===== config.mk =====
export PLATFORM = sky130hd
export DESIGN_NAME = bt_cmd_frame_ctrl
export DESIGN_NICKNAME = d
export VERILOG_FILES = /design/src/rtl/bt_cmd_frame_ctrl.sv
export SDC_FILE = /design/constraint.sdc
export NUM_CORES = 1
export LEC_CHECK = 0
export ABC_AREA = 1
export CORE_MARGIN = 3
export CORE_UTILIZATION = 57
export CTS_CLUSTER_SIZE = 12
export DETAILED_ROUTE_END_ITERATION = 8
export PLACE_DENSITY = 0.92
export SYNTH_ARGS = -nofsm -noshare
export SYNTH_HDL_FRONTEND = slang
export SYNTH_SLANG_ARGS = --single-unit

===== constraint.sdc =====
create_clock -name clk -period 4.02 [get_ports clk]
set_clock_uncertainty 0.2 [all_clocks]
set_input_delay 0.402 -clock clk [delete_from_list [all_inputs] [get_ports clk]]
set_output_delay 0.402 -clock clk [all_outputs]
set_load 0.1 [all_outputs]

===== src/rtl/bt_cmd_frame_ctrl.sv =====
// Framed Bluetooth command controller: parses A5/CMD/ARG/CHK frames from the UART
// byte stream and drives song, pause, volume and effect registers with a post-command lockout.
module bt_cmd_frame_ctrl #(
   parameter int SONG_NUM       = 4,
   parameter int SONG_W         = 3,
   parameter int VOL_MAX        = 8,
   parameter int VOL_STEP       = 14,
   parameter int HOLD_CYCLES    = 50000000,
   parameter int TIMEOUT_CYCLES = 1000000
) (
   input  logic              clk,
   input  logic              rst_n,
   input  logic              i_rx_valid,
   input  logic [7:0]        i_rx_data,
   input  logic              i_finish_song,
   output logic [SONG_W-1:0] o_song_select,
   output logic              o_pause,
   output logic              o_next,
   output logic              o_pre,
   output logic              o_auto_next,
   output logic [3:0]        vol_level,
   output logic [15:0]       o_vol,
   output logic [15:0]       o_effect,
   output logic              o_err,
   output logic              o_busy
);
   localparam int CNT_MAX = (HOLD_CYCLES > TIMEOUT_CYCLES) ? HOLD_CYCLES : TIMEOUT_CYCLES;
   localparam int CNT_W   = $clog2(CNT_MAX + 1);
   localparam logic [7:0]        HDR       = 8'hA5;
   localparam logic [SONG_W-1:0] SONG_LAST = SONG_W'(SONG_NUM - 1);
   localparam logic [3:0]        VOL_TOP   = 4'(VOL_MAX);

   typedef enum logic [2:0] {
      S_IDLE, S_GET_CMD, S_GET_ARG, S_GET_CHK, S_EXEC, S_HOLD
   } state_t;

   state_t            state_q, state_d;
   logic [CNT_W-1:0]  cnt_q, cnt_d;
   logic [7:0]        cmd_q, cmd_d, arg_q, arg_d, chk_q, chk_d;
   logic              auto_q, auto_d, pend_q, pend_d;
   logic [SONG_W-1:0] song_q, song_d, song_inc, song_dec;
   logic              pause_q, pause_d, next_q, next_d, pre_q, pre_d;
   logic              auto_next_q, auto_next_d, err_q, err_d, busy_q, busy_d;
   logic [3:0]        vol_q, vol_d;
   logic [15:0]       vol_out_q, vol_out_d, effect_q, effect_d;
   logic [7:0]        att;

   assign song_inc = (song_q == SONG_LAST) ? '0 : song_q + 1'b1;
   assign song_dec = (song_q == '0) ? SONG_LAST : song_q - 1'b1;

   always_comb begin
      state_d     = state_q;
      cnt_d       = cnt_q;
      cmd_d       = cmd_q;
      arg_d       = arg_q;
      chk_d       = chk_q;
      auto_d      = auto_q;
      pend_d      = pend_q | i_finish_song;
      song_d      = song_q;
      pause_d     = pause_q;
      vol_d       = vol_q;
      effect_d    = effect_q;
      next_d      = 1'b0;
      pre_d       = 1'b0;
      auto_next_d = 1'b0;
      err_d       = 1'b0;
      case (state_q)
         S_IDLE: begin
            cnt_d = '0;
            // A fresh header wins over a pending auto-advance; the advance runs after the frame.
            if (i_rx_valid && i_rx_data == HDR) begin
               state_d = S_GET_CMD;
               auto_d  = 1'b0;
            end else if (pend_q) begin
               state_d = S_EXEC;
               auto_d  = 1'b1;
            end
         end
         S_GET_CMD, S_GET_ARG, S_GET_CHK: begin
            if (i_rx_valid) begin
               cnt_d = '0;
               case (state_q)
                  S_GET_CMD: begin cmd_d = i_rx_data; state_d = S_GET_ARG; end
                  S_GET_ARG: begin arg_d = i_rx_data; state_d = S_GET_CHK; end
                  default:   begin chk_d = i_rx_data; state_d = S_EXEC;    end
               endcase
            end else if (cnt_q == CNT_W'(TIMEOUT_CYCLES)) begin
               cnt_d   = '0;
               err_d   = 1'b1;
               state_d = S_IDLE;
            end else begin
               cnt_d = cnt_q + 1'b1;
            end
         end
         S_EXEC: begin
            state_d = S_IDLE;
            cnt_d   = '0;
            auto_d  = 1'b0;
            if (auto_q) begin
               // Finish indications arriving in this cycle are absorbed by this advance.
               song_d      = song_inc;
               auto_next_d = 1'b1;
               pend_d      = 1'b0;
               state_d     = S_HOLD;
            end else if (chk_q != (cmd_q ^ arg_q)) begin
               err_d = 1'b1;
            end else begin
               case (cmd_q)
                  8'h01: pause_d = ~pause_q;
                  8'h02: begin song_d = song_inc; next_d = 1'b1; state_d = S_HOLD; end
                  8'h03: begin song_d = song_dec; pre_d  = 1'b1; state_d = S_HOLD; end
                  8'h04: begin
                     if (vol_q != '0) vol_d = vol_q - 1'b1;
                     state_d = S_HOLD;
                  end
                  8'h05: begin
                     if (vol_q < VOL_TOP) vol_d = vol_q + 1'b1;
                     state_d = S_HOLD;
                  end
                  8'h06: begin
                     if (arg_q < 8'(SONG_NUM)) begin
                        song_d  = SONG_W'(arg_q);
                        next_d  = 1'b1;
                        state_d = S_HOLD;
                     end else begin
                        err_d = 1'b1;
                     end
                  end
                  8'h07: begin
                     vol_d   = (arg_q > 8'(VOL_MAX)) ? VOL_TOP : arg_q[3:0];
                     state_d = S_HOLD;
                  end
                  8'h08: begin
                     case (arg_q)
                        8'h00:   effect_d = 16'h0000;
                        8'h01:   effect_d = 16'h0707;
                        8'h02:   effect_d = 16'hF0F0;
                        default: err_d    = 1'b1;
                     endcase
                  end
                  default: err_d = 1'b1;
               endcase
            end
         end
         S_HOLD: begin
            if (cnt_q == CNT_W'(HOLD_CYCLES)) begin
               cnt_d   = '0;
               state_d = S_IDLE;
            end else begin
               cnt_d = cnt_q + 1'b1;
            end
         end
         default: state_d = S_IDLE;
      endcase
      att       = (vol_d == VOL_TOP) ? 8'hFC : 8'(vol_d * VOL_STEP);
      vol_out_d = {att, att};
      busy_d    = (state_d != S_IDLE);
   end

   always_ff @(posedge clk or negedge rst_n) begin
      if (!rst_n) begin
         state_q     <= S_IDLE;
         cnt_q       <= '0;
         cmd_q       <= '0;
         arg_q       <= '0;
         chk_q       <= '0;
         auto_q      <= 1'b0;
         pend_q      <= 1'b0;
         song_q      <= '0;
         pause_q     <= 1'b1;
         vol_q       <= '0;
         vol_out_q   <= '0;
         effect_q    <= '0;
         next_q      <= 1'b0;
         pre_q       <= 1'b0;
         auto_next_q <= 1'b0;
         err_q       <= 1'b0;
         busy_q      <= 1'b0;
      end else begin
         state_q     <= state_d;
         cnt_q       <= cnt_d;
         cmd_q       <= cmd_d;
         arg_q       <= arg_d;
         chk_q       <= chk_d;
         auto_q      <= auto_d;
         pend_q      <= pend_d;
         song_q      <= song_d;
         pause_q     <= pause_d;
         vol_q       <= vol_d;
         vol_out_q   <= vol_out_d;
         effect_q    <= effect_d;
         next_q      <= next_d;
         pre_q       <= pre_d;
         auto_next_q <= auto_next_d;
         err_q       <= err_d;
         busy_q      <= busy_d;
      end
   end

   assign o_song_select = song_q;
   assign o_pause       = pause_q;
   assign o_next        = next_q;
   assign o_pre         = pre_q;
   assign o_auto_next   = auto_next_q;
   assign vol_level     = vol_q;
   assign o_vol         = vol_out_q;
   assign o_effect      = effect_q;
   assign o_err         = err_q;
   assign o_busy        = busy_q;
endmodule


==> qor.yml <==
grt:
  grt_pass1_wl_um: 21500
  grtUsageTotal_pct: 26.1
  grt_max_degree: 78
  grt_pass1_vias: 4557
  antenna_found_initial: 0
  overflow: 0
critical_path:
  worst-path-max-fanout: 6
  arrival_ns: 3.62
  cp_common_cell: "inv_1"
  crit_buf_inv: 4
  crit_path_start_kind: "register"
  cp_cell_sequence: "inv_1 > ha_1 > inv_1 > nor2_1 > nand2_1 > o21ai_0 > nor3_1 > nor2_1 > nand3_2 > nand2_4 > nand2_1 > nand2_1 > inv_1 > ha_1 > ha_1 > inv_1 > fa_1 > nor2_1 > o21ai_0 > nand3_1"
  critPathSlowestCell: "dfrtp_1"
  cpPeakStageDelay_ns: 0.46
  crit_family: "simple AND/OR/NAND/NOR gates"
  criticalPathCategory: "reg -> reg"
  end_kind: "register"
  cp.required_ns: 4.10
clocking:
  cts_root_buf: "clkbuf_8"
  htree_levels: 3
  post_cts_resized: 0
  cts_num_sinks: 77
  cts_buffer_depth: 2
  post_cts_buffers: 0
  path_clk_slew_ns: 0.09
  clk_latency_ns: 0.35
  cts_tree: "yes"
  hold_buffers: 0
  numCtsBuffers: 9
floorplan:
  coreArea_mm2: 0.00881
  fp.dieH_um: 102
  start_util_pct: 59.1
  die-area_mm2: 0.0103
  die_width_um: 102
  ioPinCount: 57
  rows: 34
pwr:
  power_density_mw_per_mm2: 614
  pwr-share-comb_pct: 50.8
  internal_power_uw: 1750
  p_seq_share_pct: 32.3
  swShare_pct: 51.2
  ir_drop_v: 0.000338
  p_leak_uw: 0.00288
  clkPwrFrac_pct: 16.9
  power.net_switching_uw: 1830
layout:
  area_growth_pct: 12.2
  design_area_mm2: 0.00583
  drive_above_1_share_pct: 5.99
  final_cell_mix: "nand2_1 (182), inv_1 (100), nor2_1 (79), dfrtp_1 (76), nand3_1 (60)"
  num-fill-cells: 746
  layout.nets: 792
  postLayoutCoreUtil_pct: 66.3
  layout_commonest_cell: "nand2_1"
  diodes: 0
detailed_routing:
  wl_per_cell_um: 14.7
  avgViaCountPerCell: 5.58
  first_pass_iters: 5
  drtIter0Drc: 388
  wirelength_um: 12900
  vias: 4885
  route.detailed.drc: 0
  ant_nets: 0
placed_design:
  place_area_mm2: 0.00563
  port_buffers: 52
  gp_congestion: 1.04
  dp_hpwl_um: 9700
  dp_slack_ns: 0.563
timing:
  post-route-min-period_ns: 3.54
  rsz0062_at_grt: "false"
  slew_headroom_pct: 33.2
  hold_viol_final: 0
  fin_setup_tns_ns: 0
  setup_viol: 0
  final-max-slew-violation-count: 0
  setup_ws_ns: 0.485
  fmax_mhz: 283
  worstMarginPinSlew_ns: 0.998
  fin_crit_sh_pct: 87.9
logic_synthesis:
  syn_avg_cell_area_um2: 7.11
  synth-seq-cells: 77
  synth_top_area_share_pct: 36.6
  synth.distinct_cells: 37
  netlist_instances: 732
  yosysTopAreaCell: "dfrtp_1"
  synth_area_mm2: 0.00520
  yosysSeqAreaShare_pct: 37.1
  synth_area_leaders: "dfrtp_1 (37%), nand2_1 (13%), inv_1 (7.2%)"
  yosysWarnings: 0
run:
  max-cap-violations: 0
min_path:
  hold_path_class: "in -> async"
status:
  outcome: "complete, no violations"
cell type report:
| type | count | area, µm² | area share [%] |
|---|---|---|---|
| Clock inverter | 3 | 45.0 | 0.772 |
| Multi-Input combinational cell | 515 | 2640 | 45.2 |
| Inverter | 108 | 405 | 6.95 |
| Sequential cell | 77 | 1930 | 33.0 |
| Clock buffer | 12 | 155 | 2.66 |
| Tap cell | 108 | 135 | 2.32 |
| Timing Repair Buffer | 53 | 526 | 9.01 |
worst paths after layout:
kind                       slack (ns)  depth (start not counted)        to         start
max in group asynchronous        2.99                          1    o_busy         rst_n
hold / removal                  0.008                          1  cnt_q[4]         rst_n
min in group clk                 0.31                          2  chk_q[5]      chk_q[5]
setup / recovery                 0.48                         20  o_vol[7]  vol_level[0]
hold reg to reg                  0.31                          2  chk_q[5]      chk_q[5]
setup reg to reg                 0.48                         20  o_vol[7]  vol_level[0]
state kept, by name, indices dropped and copies added (netlist names), 2 cells and up:
name / cells
chk_q: 8
cmd_q: 8
vol_level: 4
state_q: 3
cnt_q: 26
o_vol: 7
o_song_select: 3
arg_q: 8
o_effect: 2
per-layer routing:
metal / share of wire (%) / track usage (%) / vias to the layer above
li1: - / - / 2376
met1: 43 / 34.2 / 2279
met2: 49 / 44.2 / 200
met3: 6.2 / 3.86 / 30
met4: 2.4 / 8.69 / 0
met5: 0 / 0 / -
cells in the mapped netlist, drive strengths merged:
cell and n:
conb 1, o21ai 48, a21oi 15, dfstp 1, o211ai 2, nand3 65
o22ai 3, a31oi 2, nand3b 7, clkinv 1, inv 107, dfrtp 76
ha 15, nor3b 1, nor2 90, clkbuf 7, nand2 186, nor4 8
nor3 21, xnor2 1, xor2 23, fa 1, o21bai 1, nand4 19
buf 28, o31ai 3
cells by family after synthesis:
logic type / synth area share, %
compound gates: 7.53
simple gates: 34.9
fa+ha+maj: 3.99
other cells: 0.0721
xor+xnor: 4.04
flops: 37.1
buf+inv: 12.4
power by group through the flow:
stage | clock network, µW | registers, µW | logic [µW]
floorplan | 0 | 1460 | 1090
global placement | 0 | 1150 | 1740
detailed placement | 0 | 1160 | 1790
CTS | 613 | 1150 | 1810
global route | 645 | 1180 | 1980
finish | 606 | 1160 | 1820
through the flow:
step | total power, µW | instances | hold slack (ns)
floorplan | 2550 | 735 | -0.0936
global placement | 2900 | 861 | 0.282
detailed placement | 2960 | 861 | 0.295
CTS | 3570 | 876 | 0.0527
global route | 3810 | 876 | 0.0845
finish | 3580 | 876 | 0.00780
(Power assumes the default switching activity.)
==> RTL edit: new RTL, same flow settings <==
Change the parameter `SONG_W` from 3 to 2.
--- a/src/rtl/bt_cmd_frame_ctrl.sv
+++ b/src/rtl/bt_cmd_frame_ctrl.sv
@@ -4,3 +4,3 @@
    parameter int SONG_NUM       = 4,
-   parameter int SONG_W         = 3,
+   parameter int SONG_W         = 2,
    parameter int VOL_MAX        = 8,
Interface: changed (resized o_song_select); port bits go from 57 to 56. No check against the original RTL was run, so the function may have changed too.
==> RTL edit against the unedited design <==
The run now ends with hold timing left; setup slack gained 0.093 ns; routed wire length grew 5.2%; highest routed layer unchanged; maximum frequency is 2.7% higher; synthesized area decreased by 0.46%; sequential power decreased by 6%; first-iteration DRC count rose by 3.1%; power decreased by 6.3%; sequential cell count is 1 lower; critical path depth increased by 3; synthesized cell count shrank 0.27%; design area increased by 0.81%; critical endpoint is now o_vol[14]; largest power group unchanged; non-clock buffer count is the same.
==> RTL edit: results (changes against the unedited design) <==
Placer Congestion 1.068 (+2.8%); met3 Use GR 5.579% (+1.7 points); ant diodes 0 (unchanged); Switching Power 0.001619 W (-12%); sequential-to-total area share from yosys stat 36.76% (-0.31 points); largest net degree at the start of global routing 77 (-1.3%); Post-Layout Cell Count 878 (+0.23%); first-pass GRT wire length 23010 um (+7.1%); Tightest Pin Transition 0.9995 ns (+0.001185 ns); P_clk 0.000736 W (+21%); Peak VDD IR 0.0002893 V (-14%); layout cell share with drive strength beyond 1 7.662% (+1.7 points); failing checks hold timing; crit-path max cell delay 0.44 ns (-0.02 ns); vias in the first global route 5076 (+11%); post-route minimum period 3.442 ns (-0.09342 ns); Post-Syn Area per Cell 7.092 sq um (-0.18%); IO buf count 51 (-1.9%); synth unique cells 40 (+8.1%); total wire length 13590 um (+5.2%); Post-synth top cells nand2_1, inv_1, nor2_1, dfrtp_1, o21ai_0; vias per std cell 5.920 (+6.2%); sequential power 0.00109 W (-6%); routed length on met3 1099 um (+38%); DRT iter0 DRCs 400 (+3.1%); switch share 48.28% (-2.9 points); worst flop-to-flop path endpoint o_vol[14]; Worst Path Required 4.07 ns (-0.03 ns); r2r setup slk 0.58 ns (+0.09 ns); DPL Wire Length 9965 um (+2.7%); wl on met1 4976 um (-9.6%); Power Density 570.2 nW/um^2 (-7.1%); Final Hold Viols 35 (+35); placed instance count 862 (+0.12%); worst skew pair latency 0.37 ns (+0.02 ns); run status finished, violations left; DP Area 5635 sq um (about the same); met1 Track Usage GR 32.34% (-1.9 points); Synth area leaders dfrtp_1, nand2_1, inv_1, nor2_1, o21ai_0; Place WS 0.6970 ns (+0.1345 ns); worst reg2reg path startpoint arg_q[3]; gr usage total 27.76% (+1.7 points); met2 WL 6899 um (+9.5%); DR pass1 iterations 6 (+1); grt met2 use 48.19% (+4.0 points); final hold slack -0.01770 ns (-0.02551 ns)
-- RTL edit: changes by cell type in the layout (fill, tap and decap cells not counted), sizes merged, moves of 4 or more --
| cell | before | now |
|---|---|---|
| xor2 | 23 | 19 |
| nor2 | 90 | 95 |
| a21oi | 15 | 10 |
| nand2 | 186 | 180 |
| nand4 | 19 | 25 |
| o21ai | 48 | 59 |
| nor3 | 21 | 30 |
| nand3b | 7 | 2 |
| nand3 | 65 | 56 |
-- RTL edit: logic make-up (layout without fill, tap and decap cells) --
group	after synthesis	after routing	synth area share [%]
compound gates	78	78	8.168
xor+xnor	22	22	3.722
fa+ha+maj	15	15	3.770
buf+inv	141	178	11.99
flops	76	76	36.76
other cells	1	4	0.07243
simple gates	397	397	35.52
-- RTL edit: layout make-up --
class,instances,area share [%]
Clock buffer,9,2.106
Clock inverter,7,2.085
Inverter,109,6.956
Multi-Input combinational cell,516,45.31
Sequential cell,76,32.35
Tap cell,108,2.297
Timing Repair Buffer,53,8.892
